$ cat src/rtl/io_out_dispatcher.sv
// rtl/io_out_dispatcher.sv - queued write dispatcher to PS2/USB over four-phase req/ack with timeout
module io_out_dispatcher #(
    parameter int DEPTH   = 4,
    parameter int TIMEOUT = 255
) (
    input  logic        clk,
    input  logic        reset,
    input  logic        sel,
    input  logic        wr_valid,
    output logic        wr_ready,
    input  logic [31:0] Datos_in,
    input  logic [31:0] Dir_in,
    output logic [31:0] PS2_Datos,
    output logic [31:0] PS2_dir,
    output logic        PS2_req,
    input  logic        PS2_ack,
    output logic [31:0] USB_Datos,
    output logic [31:0] USB_dir,
    output logic        USB_req,
    input  logic        USB_ack,
    output logic        Estado_out,
    output logic        timeout_err
);

    localparam int AW = $clog2(DEPTH);
    localparam int CW = AW + 1;

    typedef enum logic [1:0] {
        IDLE    = 2'd0,
        REQ     = 2'd1,
        RELEASE = 2'd2
    } state_t;

    // Entry layout: [64]=target (1=PS2), [63:32]=address, [31:0]=data
    logic [64:0]   mem [DEPTH];
    logic [AW-1:0] wr_ptr;
    logic [AW-1:0] rd_ptr;
    logic [CW-1:0] count;
    logic [64:0]   head;

    state_t        state;
    logic          cur_sel;
    logic [15:0]   cnt;

    logic          full;
    logic          empty;
    logic          push;
    logic          pop;
    logic          sel_ack;
    logic          expire;

    assign full       = (count == CW'(DEPTH));
    assign empty      = (count == '0);
    assign wr_ready   = !full;
    assign push       = wr_valid && !full;
    assign head       = mem[rd_ptr];
    // Only the device that owns the current transfer may complete it
    assign sel_ack    = cur_sel ? PS2_ack : USB_ack;
    assign expire     = ((cnt + 16'd1) == 16'(TIMEOUT));
    // The head stays queued while in flight; it leaves on ack or on timeout
    assign pop        = (state == REQ) && (sel_ack || expire);
    assign Estado_out = !empty || (state != IDLE);

    // Entry storage; no reset needed since occupancy is tracked by count
    always_ff @(posedge clk) begin
        if (push) begin
            mem[wr_ptr] <= {sel, Dir_in, Datos_in};
        end
    end

    // Queue pointers and occupancy; pointers wrap naturally at DEPTH
    always_ff @(posedge clk or posedge reset) begin
        if (reset) begin
            wr_ptr <= '0;
            rd_ptr <= '0;
            count  <= '0;
        end else begin
            if (push) begin
                wr_ptr <= wr_ptr + AW'(1);
            end
            if (pop) begin
                rd_ptr <= rd_ptr + AW'(1);
            end
            count <= count + CW'(push) - CW'(pop);
        end
    end

    // Delivery FSM with registered device-side outputs
    always_ff @(posedge clk or posedge reset) begin
        if (reset) begin
            state       <= IDLE;
            cur_sel     <= 1'b0;
            cnt         <= '0;
            PS2_Datos   <= '0;
            PS2_dir     <= '0;
            PS2_req     <= 1'b0;
            USB_Datos   <= '0;
            USB_dir     <= '0;
            USB_req     <= 1'b0;
            timeout_err <= 1'b0;
        end else begin
            timeout_err <= 1'b0;
            case (state)
                IDLE: begin
                    if (!empty) begin
                        cur_sel <= head[64];
                        cnt     <= '0;
                        state   <= REQ;
                        if (head[64]) begin
                            PS2_Datos <= head[31:0];
                            PS2_dir   <= head[63:32];
                            PS2_req   <= 1'b1;
                        end else begin
                            USB_Datos <= head[31:0];
                            USB_dir   <= head[63:32];
                            USB_req   <= 1'b1;
                        end
                    end
                end
                REQ: begin
                    if (sel_ack) begin
                        PS2_req <= 1'b0;
                        USB_req <= 1'b0;
                        state   <= RELEASE;
                    end else if (expire) begin
                        PS2_req     <= 1'b0;
                        USB_req     <= 1'b0;
                        timeout_err <= 1'b1;
                        state       <= IDLE;
                    end else begin
                        cnt <= cnt + 16'd1;
                    end
                end
                RELEASE: begin
                    if (!sel_ack) begin
                        state <= IDLE;
                    end
                end
                default: begin
                    state <= IDLE;
                end
            endcase
        end
    end

endmodule
$ cat config.mk
export PLATFORM = sky130hd
export DESIGN_NAME = io_out_dispatcher
export DESIGN_NICKNAME = d
export VERILOG_FILES = /design/src/rtl/io_out_dispatcher.sv
export SDC_FILE = /design/constraint.sdc
export NUM_CORES = 1
export LEC_CHECK = 0
export CELL_PAD_IN_SITES_DETAIL_PLACEMENT = 0
export CELL_PAD_IN_SITES_GLOBAL_PLACEMENT = 1
export CORE_MARGIN = 1
export CORE_UTILIZATION = 55
export DETAILED_ROUTE_END_ITERATION = 8
export DONT_BUFFER_PORTS = 1
export HOLD_SLACK_MARGIN = 0.03
export PLACE_DENSITY_LB_ADDON = 0.15
export SLEW_MARGIN = 20
export SYNTH_ARGS = -nofsm -noshare
export SYNTH_HDL_FRONTEND = slang
export SYNTH_SLANG_ARGS = --single-unit
$ cat constraint.sdc
create_clock -name clk -period 12.3 [get_ports clk]
set_clock_uncertainty 0.15 [all_clocks]
set_input_delay 1.23 -clock clk [delete_from_list [all_inputs] [get_ports clk]]
set_output_delay 1.23 -clock clk [all_outputs]
set_load 0.01 [all_outputs]
Yosys cells after proc, flatten, opt, wreduce, memory -nomap -nowiden --
Memory sizes are Yosys's and may differ from the RTL's. Cells that the tools add are included.
Word-level totals: flip-flop bits (word level) 157, RAM bits 260, input port bits 70, logic and storage cells 72, memories kept 1
Memories:
- mem | words 4, bits a word 65, rd ports 1, clocked after Yosys merged registers in 0, write ports 1, RTL line 35 | logic [64:0] mem [DEPTH];
Operators by class: add/sub/neg operators 5, eq/ne operators 11, multiplexer cells 23, bitwise operators 2, reduce and logical (&&, ||, !) cells 17
Operators with widths (count):
- 16-bit two-way mux | 3
- 16-bit one-hot mux with 2 select lines | 1
- 16-bit by 1-bit adder with 16-bit output, second input constant | 1
- 16-bit by 8-bit == test with 1-bit output, second input constant | 1
- 1-bit two-way mux | 12
- 2-bit inequality test, second input constant | 6
- 4-bit AND reduction | 3
- 3-bit AND reduction | 3
- 2-bit two-way mux | 4
- 2-bit one-hot mux with 3 select lines | 1
- 2-bit by 1-bit adder with 2-bit output, second input constant | 2
- 1-bit one-hot mux with 2 select lines | 2
- 2-bit nonzero test | 2
- 3-bit by 1-bit adder with 3-bit output | 1
- 3-bit == test, second input constant | 1
- 3-bit logical NOT | 1
- 3-bit inequality test, second input constant | 1
- 3-bit by 1-bit subtractor with 3-bit output | 1
- 2-bit by 1-bit == test with 1-bit output, second input constant | 1
- 2-bit == test, second input constant | 1
- 1-bit logical AND | 2
- 1-bit logical NOT | 2
- 2-bit logical NOT | 1
- 1-bit logical OR | 2
- other kinds (2) | 3

Logic depth before layout (Yosys ltp) --
word-level depth 5, depth in mapped cells 13, depth with buffers taken out 12

Worst setup path after synthesis --
OpenSTA, ideal clock, no wires.
kind input port to flip-flop, start input wr_valid, end memory mem[0][0], enable pin, setup time 430 ps, arrival time 2797 ps, slack 8923 ps, cell stages on the path 1, buffers on the path 0, cell sequence and3_1
On the way: cells in the longest elaborated chain, start to end 3
Ends and longest elaborated chain:
- start, declared | RTL line 9 | input logic wr_valid,
- 1-bit logical AND | RTL line 55 | assign push = wr_valid && !full;
- 1-bit two-way mux | RTL line 66 | if (push) begin
- 1-bit two-way mux (implied by the code) | RTL line 67 | mem[wr_ptr] <= {sel, Dir_in, Datos_in};
- end, declared | RTL line 35
No other way between the ends.

Final worst setup path --
start register rd_ptr[1], end register USB_Datos[24]
On the way: cells in the longest elaborated chain, start to end 3
Ends and longest elaborated chain:
- start, declared | RTL line 37 | logic [AW-1:0] rd_ptr;
- start signal, assigned | RTL line 82 | rd_ptr <= rd_ptr + AW'(1);
- memory read 4 x 65 bit *
- 1-bit NOT (no source line)
- 3-bit AND reduction (no source line)
- end signal, assigned | RTL line 114 | USB_Datos <= head[31:0];
- end, declared | RTL line 17 | output logic [31:0] USB_Datos,
Mark *: on every way between the ends. The rest lies on a longest branch, timed or not. A chain may end at the register's enable or synchronous reset.

==> results.ini <==
[timing]
setup_violations=0
rsz0062_at_grt=false
worst_slew_pin_slew_ns=1.096
layout_worst_path_cycle_share=0.3073
drv_slew=0
tns_ns=0
holdWs_ns=0.3560
hold_violations=0
max-slew-margin-rel=0.2692
worst_slack_ns=8.520
final.min_clock_period_ns=3.780
timing.fmax_mhz=264.6

[route]
drcViolationCount=0
routed_via_density=5.928
routedWlPerCell_um=23.62
drtIter0Drc=383
wirelength_um=29100
drt_pre_antenna_iters=4
ant_nets=0
vias=7303

[synthesis]
synth.avg_cell_area_um2=19.54
seq_area_frac_synth=0.7388
netlist_area_um2=15890
synthCells=813
ys_warn_count=0
ys_types=52
syn_nets=892
ys_ff_latch=417

[clock_network]
post_cts_buffers=0
hold_buffers=0
numCtsBuffers=42
clk_latency_ns=0.52
path_clk_slew_ns=0.06
cts_root_buf=clkbuf_16
cts_buffer_depth=3
cts_sinks=417
cts_resized=0
cts_tree=done
htreeDepth=2

[global_route]
antenna_found_initial=0
grt_overflow_total=0
use_met2=0.3459
grtUsageTotal=0.2041
grt_pass1_wl_um=44870
met1_usage=0.2464
grt_max_degree=92
grtUsageMet3=0.06706
grt_most_used_layer=met2
first_global_vias=8009

[hold_path]
hold_end=cur_sel
hold_depth=2
hp-start=cur_sel
hp-class=flip-flop to flip-flop

[die]
start_util=0.5656
die_height_um=172.0
die_w_um=172.0
ios=203
core_area_um2=28090
num_rows=61
die_area_um2=29570

[place]
gp_congestion=0.7488
dp_cells=1155
port_buffers=0
dp.final_hpwl_um=17540
dp_worst_setup_slack_ns=8.445

[power]
netSwitchingFraction=0.2976
p_clk_frac=0.277
power_switching_uw=1426
p_leak_uw=0.006383
seqPwrFrac=0.488
peakVddDrop_v=0.0001386
finalPower_uw=4792
power_density_nw_per_um2=270.6
combPwrFrac=0.235
p_int_uw=3366

[setup_path]
critical_path_class=flip-flop to flip-flop
end_kind=flip-flop
worstReg2RegStart=rd_ptr[1]
critPathMaxFanout=66
crit_chain=mux4_2, nor2_4, buf_4, mux2_2
r2r_slack_ns=8.52
r2r_cells=4
critPathMaxStageDelay_ns=1.10
cp.required_ns=12.56
worstSetupStartpointType=flip-flop
reg2reg_to=USB_Datos[24]
cpMaxStageDelayCell=dfrtp_4
arrival_ns=4.04

[layout]
fillCellCount=2015
nNetsFinal=900
layout_commonest_cell=edfxtp_1
instances_no_fill=1232
area_growth_pct=11.48
diodes=0
final_cell_mix=260 x edfxtp_1, 155 x dfrtp_1, 128 x mux2_2
drive_gt1_frac=0.3267

[run]
maxCapViolations=0

[run_status]
status=finished clean

==> critical path, delay by kind of cell (launching register included) <==
kind	cells	cell delay, ns
buffers and inverters	1	0.59
DFF	1	1.10
muxes	2	0.91
and+or+nand+nor	1	0.85
==> cell usage after synthesis (all sizes together) <==
| library cell | instances | share of area |
|---|---|---|
| a21o | 3 | 0.0014 |
| nor2 | 13 | 0.0031 |
| and2 | 6 | 0.0025 |
| o211ai | 2 | 0.0013 |
| o31ai | 2 | 0.00094 |
| o211a | 1 | 0.00063 |
| o21ai | 14 | 0.0049 |
| nand4 | 8 | 0.0032 |
| and3 | 8 | 0.0032 |
| xor2 | 6 | 0.0033 |
| nor3 | 9 | 0.0028 |
| mux2 | 128 | 0.091 |
| o21bai | 1 | 0.00047 |
| or3b | 1 | 0.00055 |
| edfxtp | 260 | 0.49 |
| o22a | 1 | 0.00055 |
| nand3 | 11 | 0.0035 |
| nor2b | 3 | 0.0012 |
| a211o | 3 | 0.0017 |
| nand2 | 17 | 0.0040 |
| nand2b | 3 | 0.0012 |
| inv | 14 | 0.0033 |
| dfrtp | 157 | 0.25 |
| a211oi | 1 | 0.00047 |
| and4 | 4 | 0.0024 |
| xnor2 | 4 | 0.0022 |
| nor4 | 1 | 0.00079 |
| and3b | 1 | 0.00055 |
| fa | 1 | 0.0013 |
| a31oi | 4 | 0.0024 |
| a21oi | 4 | 0.0013 |
| or2 | 1 | 0.00039 |
| a21boi | 1 | 0.00047 |
| o22ai | 1 | 0.00039 |
| ha | 8 | 0.0063 |
| o2bb2ai | 2 | 0.0011 |
| clkbuf | 11 | 0.0027 |
| a22o | 1 | 0.00055 |
| buf | 28 | 0.0098 |
| or3 | 3 | 0.0012 |
| mux4 | 65 | 0.092 |
| mux2i | 1 | 0.00063 |
==> layer usage <==
| metal | wire [um] | share of wire |
|---|---|---|
| met2 | 14920 | 0.51 |
| met5 | 0 | 0 |
| met1 | 11070 | 0.38 |
| met4 | 683 | 0.023 |
| met3 | 2432 | 0.084 |
==> layout make-up <==
class | instances | area, um2 | share of cell area
multi-input cells | 343 | 3934 | 0.2221
repair buffers | 3 | 22.52 | 0.001272
flip-flops and latches | 417 | 11740 | 0.6631
clock buffers | 63 | 1276 | 0.07206
well taps | 378 | 473.0 | 0.02671
clock inverters | 14 | 202.7 | 0.01145
inverters | 14 | 57.56 | 0.003250
==> worst max-delay path by stage <==
stage              start            end  slack [ns]  cells past startpoint
6_report       rd_ptr[1]  USB_Datos[24]        8.52                      4
5_1_grt        rd_ptr[1]  USB_Datos[24]        8.34                      4
4_1_cts        rd_ptr[1]  USB_Datos[24]        8.46                      4
3_5_place_dp   rd_ptr[1]  USB_Datos[24]        8.44                      4
3_3_place_gp   rd_ptr[1]    USB_dir[17]        8.58                      4
2_1_floorplan      reset   PS2_Datos[0]        6.69                      1
==> cell families (layout without fill, tap and decap cells) <==
group           after synthesis  in the layout  share of synthesized area
xor+xnor                     10             10                   0.005513
flops                       417            417                     0.7388
fa+ha+maj                     9              9                   0.007561
buf+inv                      53             94                    0.01583
compound gates               41             41                    0.01843
mux                         194            194                     0.1835
simple gates                 89             89                    0.03040
==> power groups by stage <==
stage               clock network [uW]  logic, uW  registers [uW]
floorplan                            0        977            2210
global placement                     0       1100            2350
detailed placement                   0       1150            2370
CTS                               1360       1150            2350
global route                      1420       1230            2390
finish                            1330       1130            2340
==> state kept, by name, indices dropped and copies added (netlist names) <==
name         flops
USB_req          1
USB_Datos       32
cnt             16
count            3
mem            260
state            2
PS2_Datos       32
wr_ptr           2
cur_sel          1
timeout_err      1
USB_dir         32
PS2_dir         32
rd_ptr           2
PS2_req          1
==> per-stage QoR <==
stage,instance area (um2),utilization
after floorplan,15890,-
after global placement,16230,0.5779
after detailed placement,16230,0.5779
after CTS,17710,0.6305
after global routing,17710,0.6305
final,17710,0.6305
Power figures use the tool's default switching activity.
